File: src/rtl/adc_rx_pkg.sv
// rtl/adc_rx_pkg.sv - shared state encoding and defaults for the ADC SPI read master
package adc_rx_pkg;

  typedef enum logic [1:0] {
    ST_IDLE,
    ST_SETUP,
    ST_SHIFT,
    ST_QUIET
  } adc_state_e;

  localparam int DEF_FRAME_BITS = 16;
  localparam int DEF_DATA_BITS  = 12;
  localparam int DEF_DATA_LSB   = 0;
  localparam int DEF_CLK_DIV    = 4;
  localparam int DEF_SETUP_CYC  = 2;
  localparam int DEF_QUIET_CYC  = 4;

  localparam int AVG_SAMPLES = 4;
  localparam int AVG_LOG2    = $clog2(AVG_SAMPLES);

endpackage

File: src/rtl/adc_rx_sclk_gen.sv
// rtl/adc_rx_sclk_gen.sv - sclk divider for the ADC read frame; runs only while en is high
module adc_rx_sclk_gen
  import adc_rx_pkg::*;
#(
  parameter int FRAME_BITS = DEF_FRAME_BITS,
  parameter int CLK_DIV    = DEF_CLK_DIV
) (
  input  logic clk_in,
  input  logic rst_n,
  input  logic load,
  input  logic en,
  output logic sclk,
  output logic rise_tick,
  output logic bit_done,
  output logic last_bit
);

  localparam int DIV_W = $clog2(CLK_DIV);
  localparam int BIT_W = $clog2(FRAME_BITS);
  localparam int HALF  = CLK_DIV / 2;

  logic [DIV_W-1:0] div_q, div_d, div_nxt;
  logic [BIT_W-1:0] bit_q, bit_d;
  logic             sclk_q, sclk_d;
  logic             frame_end;

  // sclk_d is the level for the next cycle, so sclk leaves a flop with no decode glitches
  always_comb begin
    rise_tick = en && (div_q == DIV_W'(HALF - 1));
    bit_done  = en && (div_q == DIV_W'(CLK_DIV - 1));
    last_bit  = (bit_q == BIT_W'(FRAME_BITS - 1));
    frame_end = bit_done && last_bit;
    div_nxt   = bit_done ? '0 : div_q + 1'b1;
    div_d     = '0;
    bit_d     = '0;
    sclk_d    = 1'b1;
    if (en && !frame_end) begin
      div_d  = div_nxt;
      bit_d  = bit_done ? bit_q + 1'b1 : bit_q;
      sclk_d = (div_nxt >= DIV_W'(HALF));
    end else if (load) begin
      sclk_d = 1'b0;
    end
  end

  always_ff @(posedge clk_in or negedge rst_n) begin
    if (!rst_n) begin
      div_q  <= '0;
      bit_q  <= '0;
      sclk_q <= 1'b1;
    end else begin
      div_q  <= div_d;
      bit_q  <= bit_d;
      sclk_q <= sclk_d;
    end
  end

  assign sclk = sclk_q;

endmodule

File: src/rtl/adc_spi_rx.sv
// rtl/adc_spi_rx.sv - SPI read master for a 12-bit serial ADC, one sample per start.
// Optional ADC_RX_AVG_EN: 4-sample boxcar average, data_valid every 4th frame.
module adc_spi_rx
  import adc_rx_pkg::*;
#(
  parameter int FRAME_BITS = DEF_FRAME_BITS,
  parameter int DATA_BITS  = DEF_DATA_BITS,
  parameter int DATA_LSB   = DEF_DATA_LSB,
  parameter int CLK_DIV    = DEF_CLK_DIV,
  parameter int SETUP_CYC  = DEF_SETUP_CYC,
  parameter int QUIET_CYC  = DEF_QUIET_CYC
) (
  input  logic                 clk_in,
  input  logic                 rst_n,
  input  logic                 start,
  input  logic                 sdo,
  output logic                 cs_n,
  output logic                 sclk,
  output logic                 busy,
  output logic [DATA_BITS-1:0] data,
  output logic                 data_valid
);

  localparam int MAX_CYC = (SETUP_CYC > QUIET_CYC) ? SETUP_CYC : QUIET_CYC;
  localparam int CNT_W   = $clog2(MAX_CYC + 1);
  localparam int SH_W    = DATA_LSB + DATA_BITS;

  adc_state_e           state_q, state_d;
  logic [CNT_W-1:0]     cnt_q, cnt_d;
  logic [SH_W-1:0]      shift_q, shift_d;
  logic [DATA_BITS-1:0] data_q, data_d;
  logic                 dv_q, dv_d;
  logic                 cs_n_q, cs_n_d;
  logic                 busy_q, busy_d;
  logic                 gen_load, gen_en, rise_tick, bit_done, last_bit, frame_done;
  logic [DATA_BITS-1:0] sample;

`ifdef ADC_RX_AVG_EN
  localparam int ACC_W = DATA_BITS + AVG_LOG2;
  logic [ACC_W-1:0]    acc_q, acc_d, sum;
  logic [AVG_LOG2-1:0] avg_cnt_q, avg_cnt_d;
`endif

  adc_rx_sclk_gen #(
    .FRAME_BITS(FRAME_BITS),
    .CLK_DIV   (CLK_DIV)
  ) u_sclk_gen (
    .clk_in   (clk_in),
    .rst_n    (rst_n),
    .load     (gen_load),
    .en       (gen_en),
    .sclk     (sclk),
    .rise_tick(rise_tick),
    .bit_done (bit_done),
    .last_bit (last_bit)
  );

  assign gen_en     = (state_q == ST_SHIFT);
  assign frame_done = bit_done && last_bit;
  assign sample     = shift_q[DATA_LSB +: DATA_BITS];

  always_comb begin
    state_d  = state_q;
    cnt_d    = cnt_q;
    shift_d  = shift_q;
    data_d   = data_q;
    dv_d     = 1'b0;
    gen_load = 1'b0;
`ifdef ADC_RX_AVG_EN
    acc_d     = acc_q;
    avg_cnt_d = avg_cnt_q;
    sum       = acc_q + ACC_W'(sample);
`endif
    case (state_q)
      ST_IDLE: begin
        if (start) begin
          state_d = ST_SETUP;
          cnt_d   = '0;
        end
      end
      ST_SETUP: begin
        if (cnt_q == CNT_W'(SETUP_CYC - 1)) begin
          state_d  = ST_SHIFT;
          cnt_d    = '0;
          gen_load = 1'b1;
        end else begin
          cnt_d = cnt_q + 1'b1;
        end
      end
      ST_SHIFT: begin
        if (rise_tick) shift_d = {shift_q[SH_W-2:0], sdo};
        // The last bit was sampled two cycles earlier, so shift_q is already complete here
        if (frame_done) begin
          state_d = ST_QUIET;
          cnt_d   = '0;
`ifdef ADC_RX_AVG_EN
          if (avg_cnt_q == AVG_LOG2'(AVG_SAMPLES - 1)) begin
            data_d    = DATA_BITS'(sum >> AVG_LOG2);
            dv_d      = 1'b1;
            acc_d     = '0;
            avg_cnt_d = '0;
          end else begin
            acc_d     = sum;
            avg_cnt_d = avg_cnt_q + 1'b1;
          end
`else
          data_d = sample;
          dv_d   = 1'b1;
`endif
        end
      end
      ST_QUIET: begin
        if (cnt_q == CNT_W'(QUIET_CYC - 1)) begin
          state_d = ST_IDLE;
          cnt_d   = '0;
        end else begin
          cnt_d = cnt_q + 1'b1;
        end
      end
      default: state_d = ST_IDLE;
    endcase
    cs_n_d = !((state_d == ST_SETUP) || (state_d == ST_SHIFT));
    busy_d = (state_d != ST_IDLE);
  end

  always_ff @(posedge clk_in or negedge rst_n) begin
    if (!rst_n) begin
      state_q <= ST_IDLE;
      cnt_q   <= '0;
      shift_q <= '0;
      data_q  <= '0;
      dv_q    <= 1'b0;
      cs_n_q  <= 1'b1;
      busy_q  <= 1'b0;
`ifdef ADC_RX_AVG_EN
      acc_q     <= '0;
      avg_cnt_q <= '0;
`endif
    end else begin
      state_q <= state_d;
      cnt_q   <= cnt_d;
      shift_q <= shift_d;
      data_q  <= data_d;
      dv_q    <= dv_d;
      cs_n_q  <= cs_n_d;
      busy_q  <= busy_d;
`ifdef ADC_RX_AVG_EN
      acc_q     <= acc_d;
      avg_cnt_q <= avg_cnt_d;
`endif
    end
  end

  assign cs_n       = cs_n_q;
  assign busy       = busy_q;
  assign data       = data_q;
  assign data_valid = dv_q;

endmodule
File: config.mk
export PLATFORM = sky130hd
export DESIGN_NAME = adc_spi_rx
export DESIGN_NICKNAME = d
export VERILOG_FILES = /design/src/rtl/adc_rx_pkg.sv /design/src/rtl/adc_rx_sclk_gen.sv /design/src/rtl/adc_spi_rx.sv
export SDC_FILE = /design/constraint.sdc
export NUM_CORES = 1
export LEC_CHECK = 0
export BUFFER_PORTS_ARGS = -buffer_cell sky130_fd_sc_hd__buf_2
export CELL_PAD_IN_SITES_DETAIL_PLACEMENT = 0
export CELL_PAD_IN_SITES_GLOBAL_PLACEMENT = 1
export CORE_UTILIZATION = 46
export CTS_CLUSTER_DIAMETER = 50
export CTS_CLUSTER_SIZE = 10
export DETAILED_ROUTE_END_ITERATION = 7
export GPL_ROUTABILITY_DRIVEN = 0
export PLACE_DENSITY = 0.75
export RECOVER_POWER = 50
export SETUP_SLACK_MARGIN = 0.1
export SYNTH_ARGS = -nofsm -noshare
export SYNTH_HDL_FRONTEND = slang
export SYNTH_SLANG_ARGS = --single-unit
File: constraint.sdc
create_clock -name clk_in -period 2.4 [get_ports clk_in]
set_input_delay 0.6 -clock clk_in [delete_from_list [all_inputs] [get_ports clk_in]]
set_output_delay 0.6 -clock clk_in [all_outputs]
set_load 0.01 [all_outputs]
---- Word level (Yosys, flattened, before mapping) ----
Cells that the tools add are included.
storage, ports and cells
  bits in registers ....................... 39
  output and inout bits ................... 16
operators by class
  $add $sub $neg .......................... 3
  order comparisons ....................... 1
  eq/ne operators ......................... 13
  muxes and demuxes ....................... 20
  reductions and logical operators ........ 12
operators with widths
  operator               count
  $mux W2                6
  $mux W3                4
  $pmux W3 S4            1
  $eq A2 B2 Y1 const B   4
  $mux W4                2
  $pmux W2 S4            1
  $eq A2 B1 Y1 const B   3
  $mux W1                6
  $ne A2 B2 Y1 const B   3
  $reduce_and A2 Y1      3
  $add A4 B1 Y4 const B  1
  $eq A4 B4 Y1 const B   1
  $logic_and A1 B1 Y1    4
  $add A3 B1 Y3 const B  1
  $eq A3 B1 Y1 const B   1
  $eq A3 B2 Y1 const B   1
  $add A2 B1 Y2 const B  1
  $ge A2 B2 Y1 const B   1
  $logic_not A1 Y1       2
  $logic_not A2 Y1       1
  $reduce_bool A2 Y1     1
  $logic_or A1 B1 Y1     1

---- Depth between registers and ports, before layout ----
  depth after elaboration ................. 8
  mapped depth ............................ 8
  mapped depth without buffers ............ 7

---- By module ----
A second synthesis with hierarchy kept.
second synthesis, totals
  cell total of the unflattened synthesis .. 125
  area, all modules ....................... 1757.9 um^2
modules (own cells, without submodules)
  module           instances  cells an instance  area an instance (um^2)  seq. area each (um^2)
  adc_spi_rx       1          92                 1393.8                   802.0
  adc_rx_sclk_gen  1          33                 364.1                    176.4

---- Worst setup path before layout ----
OpenSTA, ideal clock, no wires.
  path type ............................... flip-flop to flip-flop
  from .................................... register u_sclk_gen.bit_q[0]
  to ...................................... register cs_n_q (netlist: cs_n)
  setup time .............................. 0.058 ns
  data arrival time ....................... 1.597 ns
  required time ........................... 2.342 ns
  slack ................................... 0.744 ns
  cell stages (with the launch flop) ...... 9
  buffers on the path ..................... 1
  cells stage by stage .................... dfrtp_1 -> ha_1 -> nand4_2 -> or2_4 -> clkinv_4 -> buf_12 -> o32ai_1 -> ha_1 -> inv_1
on the way
  cells in the longest elaborated chain, start to end .. 7
  elaborated cells on any way between the ends .. 8
  classes of those cells .................. eq/ne: 3; mux: 2; reduce/logical: 3
RTL lines
  what                                          line                   text
  start, declared                               adc_rx_sclk_gen.sv:23  logic [BIT_W-1:0] bit_q, bit_d;
  start signal, assigned                        adc_rx_sclk_gen.sv:53  bit_q <= bit_d;
  $eq A4 B4 Y1 *                                adc_rx_sclk_gen.sv:31  last_bit = (bit_q == BIT_W'(FRAME_BITS - 1));
  $logic_and A1 B1 Y1 *                         adc_spi_rx.sv:59       assign frame_done = bit_done && last_bit;
  $mux W2 *                                     adc_spi_rx.sv:93       if (frame_done) begin
  $pmux W2 S4 *                                 adc_spi_rx.sv:74       case (state_q)
  $eq A2 B1 Y1 or $eq A2 B2 Y1 (tied branches)  adc_spi_rx.sv:122      cs_n_d = !((state_d == ST_SETUP) || (state_d == ST_SHIFT));
  $logic_or A1 B1 Y1 *                          adc_spi_rx.sv:122
  $logic_not A1 Y1 *                            adc_spi_rx.sv:122
  net cs_n_d                                    adc_spi_rx.sv:33       logic cs_n_q, cs_n_d;
  end signal, assigned                          adc_spi_rx.sv:145      cs_n_q <= cs_n_d;
  end, declared                                 adc_spi_rx.sv:33
The timed path passes the listed nets; every way through them passes the cells marked *.
A chain may end at the register's enable or synchronous reset.

---- Final worst setup path ----
  from .................................... register state_q[0]
  to ...................................... register cs_n_q (netlist: cs_n)
on the way
  cells in the longest elaborated chain, start to end .. 8
  elaborated cells on any way between the ends .. 15
  classes of those cells .................. eq/ne: 5; mux: 5; reduce/logical: 5
RTL lines
  what                                          line                                text
  start, declared                               adc_spi_rx.sv:28                    adc_state_e state_q, state_d;
  start signal, assigned                        adc_spi_rx.sv:140                   state_q <= state_d;
  $eq A2 B2 Y1                                  adc_spi_rx.sv:58, adc_spi_rx.sv:74
  $logic_and A1 B1 Y1                           adc_rx_sclk_gen.sv:30               bit_done = en && (div_q == DIV_W'(CLK_DIV - 1));
  $logic_and A1 B1 Y1                           adc_spi_rx.sv:59
  $mux W2                                       adc_spi_rx.sv:93
  $pmux W2 S4 *                                 adc_spi_rx.sv:74
  $eq A2 B1 Y1 or $eq A2 B2 Y1 (tied branches)  adc_spi_rx.sv:122
  $logic_or A1 B1 Y1 *                          adc_spi_rx.sv:122
  $logic_not A1 Y1 *                            adc_spi_rx.sv:122
  net cs_n_d                                    adc_spi_rx.sv:33
Marks and branches as above.

==> impl_metrics.yaml <==
run_status:
  outcome: "completed"
global_routing:
  gr-usage-met2_pct: 27.4
  wire_length_of_the_first_global_routing_pass_um: 4890
  globalRouteOverflowTotal: 0
  grt_max_degree: 40
  grt_use_met3_pct: 4.93
  antenna_found_initial: 0
  gr-max-usage-layer: "met2"
  met1_resource_use_gr_pct: 19.6
  grt_use_total_pct: 16.2
  number_of_global_route_vias_before_repair: 1048
clock_tree:
  cts.path.max_buffers: 2
  numClockSinks: 39
  post_cts_hold_buffer_count: 0
  insertion_delay_ns: 0.28
  cts_tree: "yes"
  htree_num_levels: 2
  clock-root-buffer: "clkbuf_8"
  cts_repair_resized_insts: 0
  tritoncts_buffer_count: 5
  clock_slew_at_the_register_clock_pins_of_the_worst_setup_and_hold_paths_ns: 0.07
  post_cts_buffers: 0
drt:
  route.detailed.wl_per_inst_um: 13.5
  drt_pass1_iterations: 4
  drt_iter0_markers: 105
  vias_per_cell: 5.22
  route.antenna.remaining_nets: 0
  drcViolationCount: 0
  via_count: 1013
  wirelength_um: 2630
final_layout:
  final_design_area_no_fill_um2: 1910
  highest_count_cells_in_the_layout_ignoring_fill_and_taps: "dfrtp_1, mux2_2, buf_2"
  final_layout_size_suffix_gt1_share_pct: 36.5
  layout.cells.most_common: "dfrtp_1"
  flow.area_growth_from_synthesis_pct: 11.4
  fillerInstances: 312
  insertedDiodeCount: 0
  nNetsFinal: 159
placement:
  buffer_ports.inserted: 19
  hpwlAfterDp_um: 1870
  postPlaceCellArea_um2: 1830
floorplanning:
  fp.dieW_um: 63.0
  core_area_um2: 3440
  std_cell_rows: 21
  fp.dieArea_um2: 3970
  chipHeight_um: 63.0
  start_util_pct: 49.7
  io_pins: 20
worst_setup_path:
  type_of_element_launching_the_critical_path: "flip-flop"
  worst_reg2reg_path_length_in_cells: 6
  criticalPathCategory: "reg -> reg"
  critical_path.max_fanout: 17
  endpoint_kind: "flip-flop"
  critical_path_arrival_ns: 2.02
  cp_data_required_time_ns: 2.63
synth:
  synth.top_cells.by_area: "dfrtp_1, mux2_2, ha_1"
  postSynth.topFlopCell: "dfrtp_1"
  synth_compound_gate_area_share_pct: 6.58
  post_synth.cell_area_avg_um2: 13.7
  ys.warnings.count: 0
  synth-adder-area-share_pct: 5.85
  syn_nets: 137
  netlist_area_um2: 1710
  synth_top_cell_area_share_pct: 54.1
  netlist.top_cell.by_area: "dfrtp_1"
  synth_xor_xnor_area_share_pct: 0.512
  post_synth_mux_area_share_pct: 17.3
  synthCells: 125
  synth.lib_cells_used.distinct: 33
  synthArstFlopShare_pct: 100
  synth_top_family_by_area: "multiplexers"
  synth-edff-count: 0
  yosys.area_share.simple_pct: 8.34
  synth.yosys.seq_area_share_pct: 57.2
  ffs_latches_synth: 39
timing:
  finalCritPeriodShare_pct: 74.5
  max_freq_ghz: 0.559
  number_of_pins_exceeding_their_max_slew_limit_in_the_final_report: 0
  setup_viol: 0
  setup_total_negative_slack_ns: 0
  finalHoldViolCount: 0
  period_minus_slack_ns: 1.79
  timing.slew.headroom_pct: 39.0
  timing_worst_slew_pin_value_ns: 0.915
  rsz0062_at_grt: "no"
  fin_skew_ns: 0.00465
power:
  peakVddDrop_v: 0.000418
  total_leakage_power_nw: 0.958
  powerDensity_nw_per_um2: 857
worst_hold_path:
  hold_path_class: "in -> async"
job:
  maxCapViolations: 0
## flip-flops by register name, indices dropped and copies added (netlist names)
register          cells
u_sclk_gen.div_q      2
u_sclk_gen.bit_q      4
busy                  1
cnt_q                 3
sample               12
data                 12
u_sclk_gen.sclk       1
cs_n                  1
state_q               2
data_valid            1
## final timing paths
kind,start,end,slack [ns]
max in group asynchronous,rst_n,data[8],1.39
max,state_q[0],cs_n,0.61
min,rst_n,busy,0.43
max reg2reg,state_q[0],cs_n,0.61
min in group clk_in,u_sclk_gen.div_q[0],u_sclk_gen.div_q[0],0.48
min reg2reg,u_sclk_gen.div_q[0],u_sclk_gen.div_q[0],0.48
## layer usage
metal	part of all wire, %	wire [µm]
met1	46	1200
met2	50	1310
met3	3.8	99
met4	0.80	21
met5	0	0
## worst max-delay path, stage by stage (launching register included)
cell and delay (ns):
dfrtp_1 0.49, nand2b_1 0.30, or2_4 0.33, clkinv_4 0.14, o32ai_1 0.12, ha_1 0.31, inv_1 0.06
## per-stage QoR
step / setup WS, ns / std cells / power (mW) / utilization, % / hold WS, ns
after floorplan: 0.744 / 125 / 1.14 / - / 0.304
after global placement: 0.690 / 186 / 1.23 / 53.1 / 0.460
after detailed placement: 0.633 / 186 / 1.24 / 53.1 / 0.468
after CTS: 0.602 / 194 / 1.67 / 55.5 / 0.442
after global routing: 0.454 / 194 / 1.77 / 55.4 / 0.513
final: 0.612 / 194 / 1.63 / 55.4 / 0.434
## logic make-up after synthesis
kind of cell | Yosys count
multiplexers | 25
XOR/XNOR | 1
flip-flops | 39
adder cells (fa/ha/maj) | 8
AND/OR/NAND/NOR | 24
AO/OA/AOI/OAI | 15
buffers and inverters | 13
## area by class of cell
| class | instances | area [µm²] | area share (%) |
|---|---|---|---|
| clock buffer | 7 | 76.3 | 4.01 |
| tap | 46 | 57.6 | 3.02 |
| sequential | 39 | 978 | 51.3 |
| inverter | 9 | 38.8 | 2.04 |
| clock inverter | 1 | 5.00 | 0.263 |
| timing repair buffer | 19 | 92.6 | 4.86 |
| multi-input combinational | 73 | 657 | 34.5 |
## synthesized netlist by cell type, types with 3 or more instances
cell	number
dfrtp_1	37
mux2_4	4
o32ai_1	3
nand2b_1	3
a21oi_1	3
nand2_1	5
inv_1	8
mux2_2	20
ha_1	8
a31oi_1	3
nor2b_1	3
nor2_1	3
## report_power, final
part	switching, mW	internal [mW]	total [mW]
combinational	0.182	0.174	0.356
sequential	0.0940	0.766	0.860
clock	0.213	0.204	0.417
Power figures use the tool's default switching activity.
